`src/rtl/adder_pkg.sv`:
```
// Shared constants and helpers for the pipelined N-bit adder.
// Optional saturation is enabled with ADDER_SATURATE_EN.
package adder_pkg;

   localparam int ADDER_DEFAULT_WIDTH  = 32;
   localparam int ADDER_DEFAULT_STAGES = 4;

   function automatic int chunk_width(input int width, input int stages);
      return (stages > 0) ? width / stages : 0;
   endfunction

endpackage

```
`src/rtl/adder_chunk.sv`:
```
// One chunk of the carry chain: CHUNK-bit add with carry in/out.
// Purely combinational; the stage register lives in the top.
module adder_chunk #(
   parameter int CHUNK = 8
) (
   input  logic [CHUNK-1:0] a,
   input  logic [CHUNK-1:0] b,
   input  logic             carry_in,
   output logic [CHUNK-1:0] sum,
   output logic             carry_out
);

   assign {carry_out, sum} = {1'b0, a} + {1'b0, b}
                           + (CHUNK+1)'(carry_in);

endmodule

```
`src/rtl/pipelined_adder_nbit.sv`:
```
// Pipelined N-bit adder, STAGES chunks, valid/ready on both sides.
// Define ADDER_SATURATE_EN to clamp the sum to all ones on carry-out.
module pipelined_adder_nbit
   import adder_pkg::*;
#(
   parameter int WIDTH  = ADDER_DEFAULT_WIDTH,
   parameter int STAGES = ADDER_DEFAULT_STAGES
) (
   input  logic             clk,
   input  logic             n_rst,
   input  logic [WIDTH-1:0] a,
   input  logic [WIDTH-1:0] b,
   input  logic             carry_in,
   input  logic             in_valid,
   output logic             in_ready,
   output logic [WIDTH-1:0] sum,
   output logic             overflow,
   output logic             out_valid,
   input  logic             out_ready
);

   localparam int CHUNK = chunk_width(WIDTH, STAGES);

   if (WIDTH < 2 || STAGES < 1 || STAGES > WIDTH ||
       CHUNK * STAGES != WIDTH) begin : g_bad_cfg
      $error("pipelined_adder_nbit: illegal WIDTH/STAGES");
   end

   logic [STAGES-1:0][WIDTH-1:0] ra_q;
   logic [STAGES-1:0][WIDTH-1:0] rb_q;
   logic [STAGES-1:0][WIDTH-1:0] ps_q;
   logic [STAGES-1:0]            c_q;
   logic [STAGES-1:0]            v_q;
   logic [STAGES-1:0]            adv;

   // Ready ripples back from the output through every stage.
   always_comb begin : stall_chain
      logic go;
      go = !v_q[STAGES-1] || out_ready;
      adv = '0;
      adv[STAGES-1] = go;
      for (int k = STAGES - 2; k >= 0; k--) begin
         go = !v_q[k] || go;
         adv[k] = go;
      end
   end

   assign in_ready  = adv[0];
   assign out_valid = v_q[STAGES-1];
   assign sum       = ps_q[STAGES-1];
   assign overflow  = c_q[STAGES-1];

   for (genvar k = 0; k < STAGES; k++) begin : g_stage
      logic [WIDTH-1:0] sa;
      logic [WIDTH-1:0] sb;
      logic [WIDTH-1:0] sp;
      logic [WIDTH-1:0] np;
      logic [CHUNK-1:0] cs;
      logic             sc;
      logic             co;
      logic             vin;

      if (k == 0) begin : g_first
         assign sa  = a;
         assign sb  = b;
         assign sp  = '0;
         assign sc  = carry_in;
         assign vin = in_valid;
      end else begin : g_next
         assign sa  = ra_q[k-1];
         assign sb  = rb_q[k-1];
         assign sp  = ps_q[k-1];
         assign sc  = c_q[k-1];
         assign vin = v_q[k-1];
      end

      adder_chunk #(.CHUNK(CHUNK)) u_chunk (
         .a         (sa[k*CHUNK +: CHUNK]),
         .b         (sb[k*CHUNK +: CHUNK]),
         .carry_in  (sc),
         .sum       (cs),
         .carry_out (co)
      );

      always_comb begin
         np = sp;
         np[k*CHUNK +: CHUNK] = cs;
`ifdef ADDER_SATURATE_EN
         if (k == STAGES - 1 && co) np = '1;
`endif
      end

      always_ff @(posedge clk or negedge n_rst) begin
         if (!n_rst) begin
            v_q[k]  <= 1'b0;
            ra_q[k] <= '0;
            rb_q[k] <= '0;
            ps_q[k] <= '0;
            c_q[k]  <= 1'b0;
         end else if (adv[k]) begin
            v_q[k]  <= vin;
            ra_q[k] <= sa;
            rb_q[k] <= sb;
            ps_q[k] <= np;
            c_q[k]  <= co;
         end
      end
   end

`ifndef SYNTHESIS
   always @(posedge clk) begin
      if (n_rst && in_valid && in_ready)
         assert (!$isunknown({a, b, carry_in}))
         else $error("pipelined_adder_nbit: X/Z on accepted input");
   end
`endif

endmodule

```
`config.mk`:
```
export PLATFORM = sky130hd
export DESIGN_NAME = pipelined_adder_nbit
export DESIGN_NICKNAME = d
export VERILOG_FILES = /design/src/rtl/adder_pkg.sv /design/src/rtl/adder_chunk.sv /design/src/rtl/pipelined_adder_nbit.sv
export SDC_FILE = /design/constraint.sdc
export NUM_CORES = 1
export LEC_CHECK = 0
export ABC_AREA = 0
export ABC_CLOCK_PERIOD_IN_PS = 2350
export BUFFER_PORTS_ARGS = -buffer_cell sky130_fd_sc_hd__buf_4
export CAP_MARGIN = 20
export CORE_ASPECT_RATIO = 0.75
export CORE_MARGIN = 2
export CORE_UTILIZATION = 52
export DETAILED_ROUTE_END_ITERATION = 16
export GPL_TIMING_DRIVEN = 0
export PLACE_DENSITY = 0.76
export SYNTH_ARGS = -nofsm -noshare
export SYNTH_HDL_FRONTEND = slang
export SYNTH_SLANG_ARGS = --single-unit
```
`constraint.sdc`:
```
create_clock -name clk -period 2.35 [get_ports clk]
set_input_delay 0.47 -clock clk [delete_from_list [all_inputs] [get_ports clk]]
set_output_delay 0.47 -clock clk [all_outputs]
set_load 0.02 [all_outputs]
```
Yosys cells after proc, flatten, opt, wreduce, memory -nomap -nowiden
Cells that the tools add are included. W data, S select, Z words.

Add/subtract/negate cells: 8. Multiply operators: 0. Div/mod/pow operators: 0. Order comparisons: 0. Equal/unequal tests: 0. Shift-type cells: 0. Muxes and demuxes: 0. Bitwise logic cells: 0. Reductions and logical operators: 8.

Operators with widths (count): $add A8 B8 Y9 (4); $add A9 B1 Y9 (4); $logic_not A1 Y1 (4); $logic_or A1 B1 Y1 (4).

Register bits after elaboration: 280. Latch bits: 0. Memory bits (writable): 0. Bits in read-only memories: 0. Input port bits: 69. Output and inout bits: 35. Memories: 0.

Depth between registers and ports, before layout
Word-level depth: 5. Mapped depth: 9. Mapped depth without buffers: 8.

Modules after synthesis
Synthesis repeated with hierarchy kept, for this count alone.

Cells, all modules: 555. Area total of the unflattened synthesis: 8139.1 µm².

By module, submodules not included: pipelined_adder_nbit (times used 1, cells each 393, area an instance 6812.8 µm²); adder_chunk (g_stage[0].u_chunk ...) (times used 3, cells each 40, area an instance 331.6 µm²); adder_chunk (g_stage[2].u_chunk) (times used 1, cells each 42, area an instance 331.6 µm²).

Worst setup path after synthesis
OpenSTA, ideal clock, no wires.

Path kind: flip-flop to flip-flop. Start: reg ra_q (netlist bit g_stage[1].sa[8]). End: reg c_q[1] (netlist: g_stage[2].sc). Arrival: 2.079 ns. Setup slack: 0.145 ns. Stages on the path, launching flop included: 8. Buffers on the path: 0. Clock period less this slack: 2.205 ns. Cells stage by stage: dfrtp_1 -> fa_1 -> fa_1 -> a211o_1 -> a211oi_1 -> o21bai_1 -> a21oi_1 -> a21oi_1.

Cells in the longest elaborated chain, start to end: 2.

Ends and longest elaborated chain: start: declaration (RTL line pipelined_adder_nbit.sv:29) `logic [STAGES-1:0][WIDTH-1:0] ra_q;`; start signal: indexed assignment (RTL line pipelined_adder_nbit.sv:96) `ra_q[k] <= '0;`; start signal: indexed assignment (RTL line pipelined_adder_nbit.sv:102) `ra_q[k] <= sa;`; $add A8 B8 Y9 (RTL line adder_chunk.sv:13) `assign {carry_out, sum} = {1'b0, a} + {1'b0, b}`; $add A9 B1 Y9 (RTL line adder_chunk.sv:14) `+ (CHUNK+1)'(carry_in);`; end signal: indexed assignment (RTL line pipelined_adder_nbit.sv:105) `c_q[k] <= co;`; end: declaration (RTL line pipelined_adder_nbit.sv:32) `logic [STAGES-1:0] c_q;`.

No other way between the ends. A chain may end at the register's enable or synchronous reset.

Worst setup path in the final report
Start: reg ra_q (netlist bit g_stage[2].sa[16]). End: reg ps_q (netlist bit g_stage[3].sp[22]).

Cells in the longest elaborated chain, start to end: 2.

Ends and longest elaborated chain: $add A8 B8 Y9 (RTL line adder_chunk.sv:13); $add A9 B1 Y9 (RTL line adder_chunk.sv:14); end signal: indexed assignment (RTL line pipelined_adder_nbit.sv:104) `ps_q[k] <= np;`; end: declaration (RTL line pipelined_adder_nbit.sv:31) `logic [STAGES-1:0][WIDTH-1:0] ps_q;`.

No other way between the ends.

==> metrics.csv <==
metric,value,unit
status,completed,
Num CTS Buffers,17,
clock skew,0.00681,ns
worst skew pair latency,0.43,ns
"CTS clk-pin slew, worst paths",0.07,ns
Post-synth EDFFs,0,
fin util,64.2,%
final non-filler cell total,1241,
max_cap viols,0,
Setup Viol. Count Final,0,
syn nets,1004,
P_leak,0.00510,uW
RSZ-0062 raised after global routing,false,
Post-synth ARST share,100,%
Critical Path AT,2.54,ns
largest net degree at the start of global routing,110,
classification of the worst setup path,reg2reg,
Core Area,0.0152,mm2
worst min path class,in2async,
Fmax achieved,448,MHz
DRT antenna net count,0,
vias in the first global route,5937,
"Seq/Total Area, Yosys",56.8,%
syn_area_per_cell,9.01,um2
dpl cells,1208,
initial antenna violation count,0,
port bufs,103,
total die area,0.0166,mm2
Synth Register Bits,184,
CP cell instances,fa_1 -> fa_2 -> a21oi_2 -> o211ai_1 -> a21oi_1 -> xor2_1 -> o21ai_0,
first-pass GRT wire length,29.2,mm
GP Congestion,0.844,
DR vias/cell,4.94,
"most common cell after layout, fill and taps aside",nand2_1,
clock network power share,27.7,%
TritonRoute pass-1 iters,4,
slowest CP cell,fa_1,
Initial Utilization,53.2,%
clk root buf,clkbuf_16,
worst-margin pin slew,0.796,ns
Die Wd,148,um
Crit. End Element,flop,
Power Internal,6680,uW
Slew HR,46.9,%
area delta synth->final,20.7,%
num rows,39,
layout cell share with drive strength beyond 1,16.6,%
dpl ws,-0.0486,ns
setup tns final,0,ns
Initial DRC Count,389,
Yosys warning total,0,
cell area after synthesis,0.00810,mm2
Die Ht,112,um
DP HPWL,12.7,mm
part of the power in registers,44.8,%
WL per Instance,14.1,um
CP Launch Type,flop,
Combinational Power Share,27.5,%
"Req. time, crit path",2.65,ns
CP peak stage delay,0.49,ns
VDD IR max,0.649,mV
H-tree depth,4,
Synth Instances,899,
io pins,104,
Routed WL,17.4,mm
Remaining DRCs,0,
post-route minimum period,2.23,ns
Yosys cell types,36,
Slew Limit Fails,0,
"commonest cells after routing, fill and taps aside","nand2_1 (477), dfrtp_1 (184), buf_4 (107), o21ai_0 (34), ha_1 (28)",
Hold Fails Final Rpt,0,
antenna cells,0,
maximum root-to-sink buffer count,2,
# hold bufs at CTS,0,
Worst Path Max Fanout,3,
multi-input combinational cell area,0.00326,mm2
Final #Nets,1128,
Final WS setup,0.117,ns
via count,6135,
Fillers,1304,
power per cell area,1020,mW/mm2
FF+latch area,0.00460,mm2
CTS tree,built,
total clock sinks,184,
Sw Pwr,3260,uW
grt total ovfl,0,
Main synth FF type,dfrtp_1,
Final period util,95.0,%
GRT Overall Usage,22.5,%
Sw Ratio,32.8,%
[final cells by class]
type	instances	area share, %
Clock inverter	11	0.986
Inverter	10	0.384
Timing Repair Buffer	106	8.42
Buffer	38	2.21
Sequential cell	184	47.1
Clock buffer	21	4.92
Multi-Input combinational cell	666	33.3
Tap cell	205	2.62
[final timing paths]
| check | startpoint | endpoint | slack (ns) | cells after the start |
|---|---|---|---|---|
| worst max-delay path | g_stage[2].sa[16]$_DFFE_PN0P_ | g_stage[3].sp[22]$_DFFE_PN0P_ | 0.12 | 7 |
| worst min-delay path | n_rst | g_stage[1].sp[7]$_DFFE_PN0P_ | 0.1 | 1 |
| worst max register to register | g_stage[2].sa[16]$_DFFE_PN0P_ | g_stage[3].sp[22]$_DFFE_PN0P_ | 0.12 | 7 |
| worst min register to register | g_stage[1].vin$_DFFE_PN0P_ | g_stage[2].vin$_DFFE_PN0P_ | 0.46 | 1 |
| max in group asynchronous | n_rst | g_stage[1].sa[9]$_DFFE_PN0P_ | 1.42 | 2 |
| min in group clk | b[12] | g_stage[1].sb[12]$_DFFE_PN0P_ | 0.24 | 3 |
[power groups by stage]
stage	logic, uW	registers [uW]	clock network (uW)
floorplan	1470	4660	0
global placement	2620	4470	0
detailed placement	2690	4510	0
CTS	2730	4450	2810
global route	3070	4560	2950
finish	2730	4460	2750
[worst max-delay path: cells and delay by family (launching register included)]
family | cells | cell delay [ns]
AO/OA/AOI/OAI | 4 | 0.60
XOR/XNOR | 1 | 0.23
adder cells (fa/ha/maj) | 2 | 0.88
flip-flops | 1 | 0.40
[cells by family after synthesis]
group / synth area share [%]
buffers and inverters: 3.20
adders and majority gates: 6.30
DFF: 56.8
AOI/OAI and AO/OA: 7.20
and+or+nand+nor: 24.8
xor gates and xnor gates: 1.62
[flip-flops by register name (all words and copies together) (netlist names)]
register and cells:
g_stage.sp 48, out_valid 1, g_stage.vin 3, g_stage.sb 48, g_stage.sc 3, g_stage.sa 48
sum 32, overflow 1
[stage by stage]
stage | power (uW) | hold WS [ns] | area (um2)
2_1_floorplan | 6120 | 0.174 | 8100
3_3_place_gp | 7090 | 0.444 | 9130
3_5_place_dp | 7200 | 0.452 | 9170
4_1_cts | 9980 | 0.128 | 9760
5_1_grt | 10600 | 0.154 | 9770
6_report | 9940 | 0.0956 | 9770
[repair_timing]
item / 4_1_cts / 5_1_grt
pin swaps: 1 / 1
gates resized for setup: 1 / 6
endpoints found under the setup margin: 2 / 5
hold endpoints to repair: 0 / 0
buffers inserted: 2 / 0
[cell usage after synthesis (4+ instances only)]
master | number | area [um2]
o21ai_0 | 34 | 170
nand2b_1 | 4 | 25.0
o31ai_1 | 4 | 30.0
o21bai_1 | 5 | 37.5
xor2_1 | 12 | 105
nor2_1 | 18 | 67.6
clkbuf_1 | 12 | 45.0
nor2b_1 | 4 | 25.0
dfrtp_1 | 184 | 4600
a21o_1 | 6 | 45.0
nand2_1 | 477 | 1790
o21a_1 | 5 | 37.5
nor3_1 | 8 | 40.0
buf_6 | 6 | 67.6
inv_1 | 9 | 33.8
a31oi_1 | 5 | 31.3
buf_2 | 15 | 75.1
a21oi_1 | 20 | 100
fa_1 | 8 | 160
ha_1 | 28 | 350
a211oi_1 | 11 | 82.6
[per-layer routing]
layer / GRT usage (%) / share of wire [%] / vias to the layer above
met4: 7.17 / 1.4 / 0
met5: 0 / 0 / -
met2: 32.5 / 43 / 127
met3: 4.31 / 4.0 / 22
li1: - / - / 3119
met1: 34.5 / 51 / 2867
(Power assumes the default switching activity.)
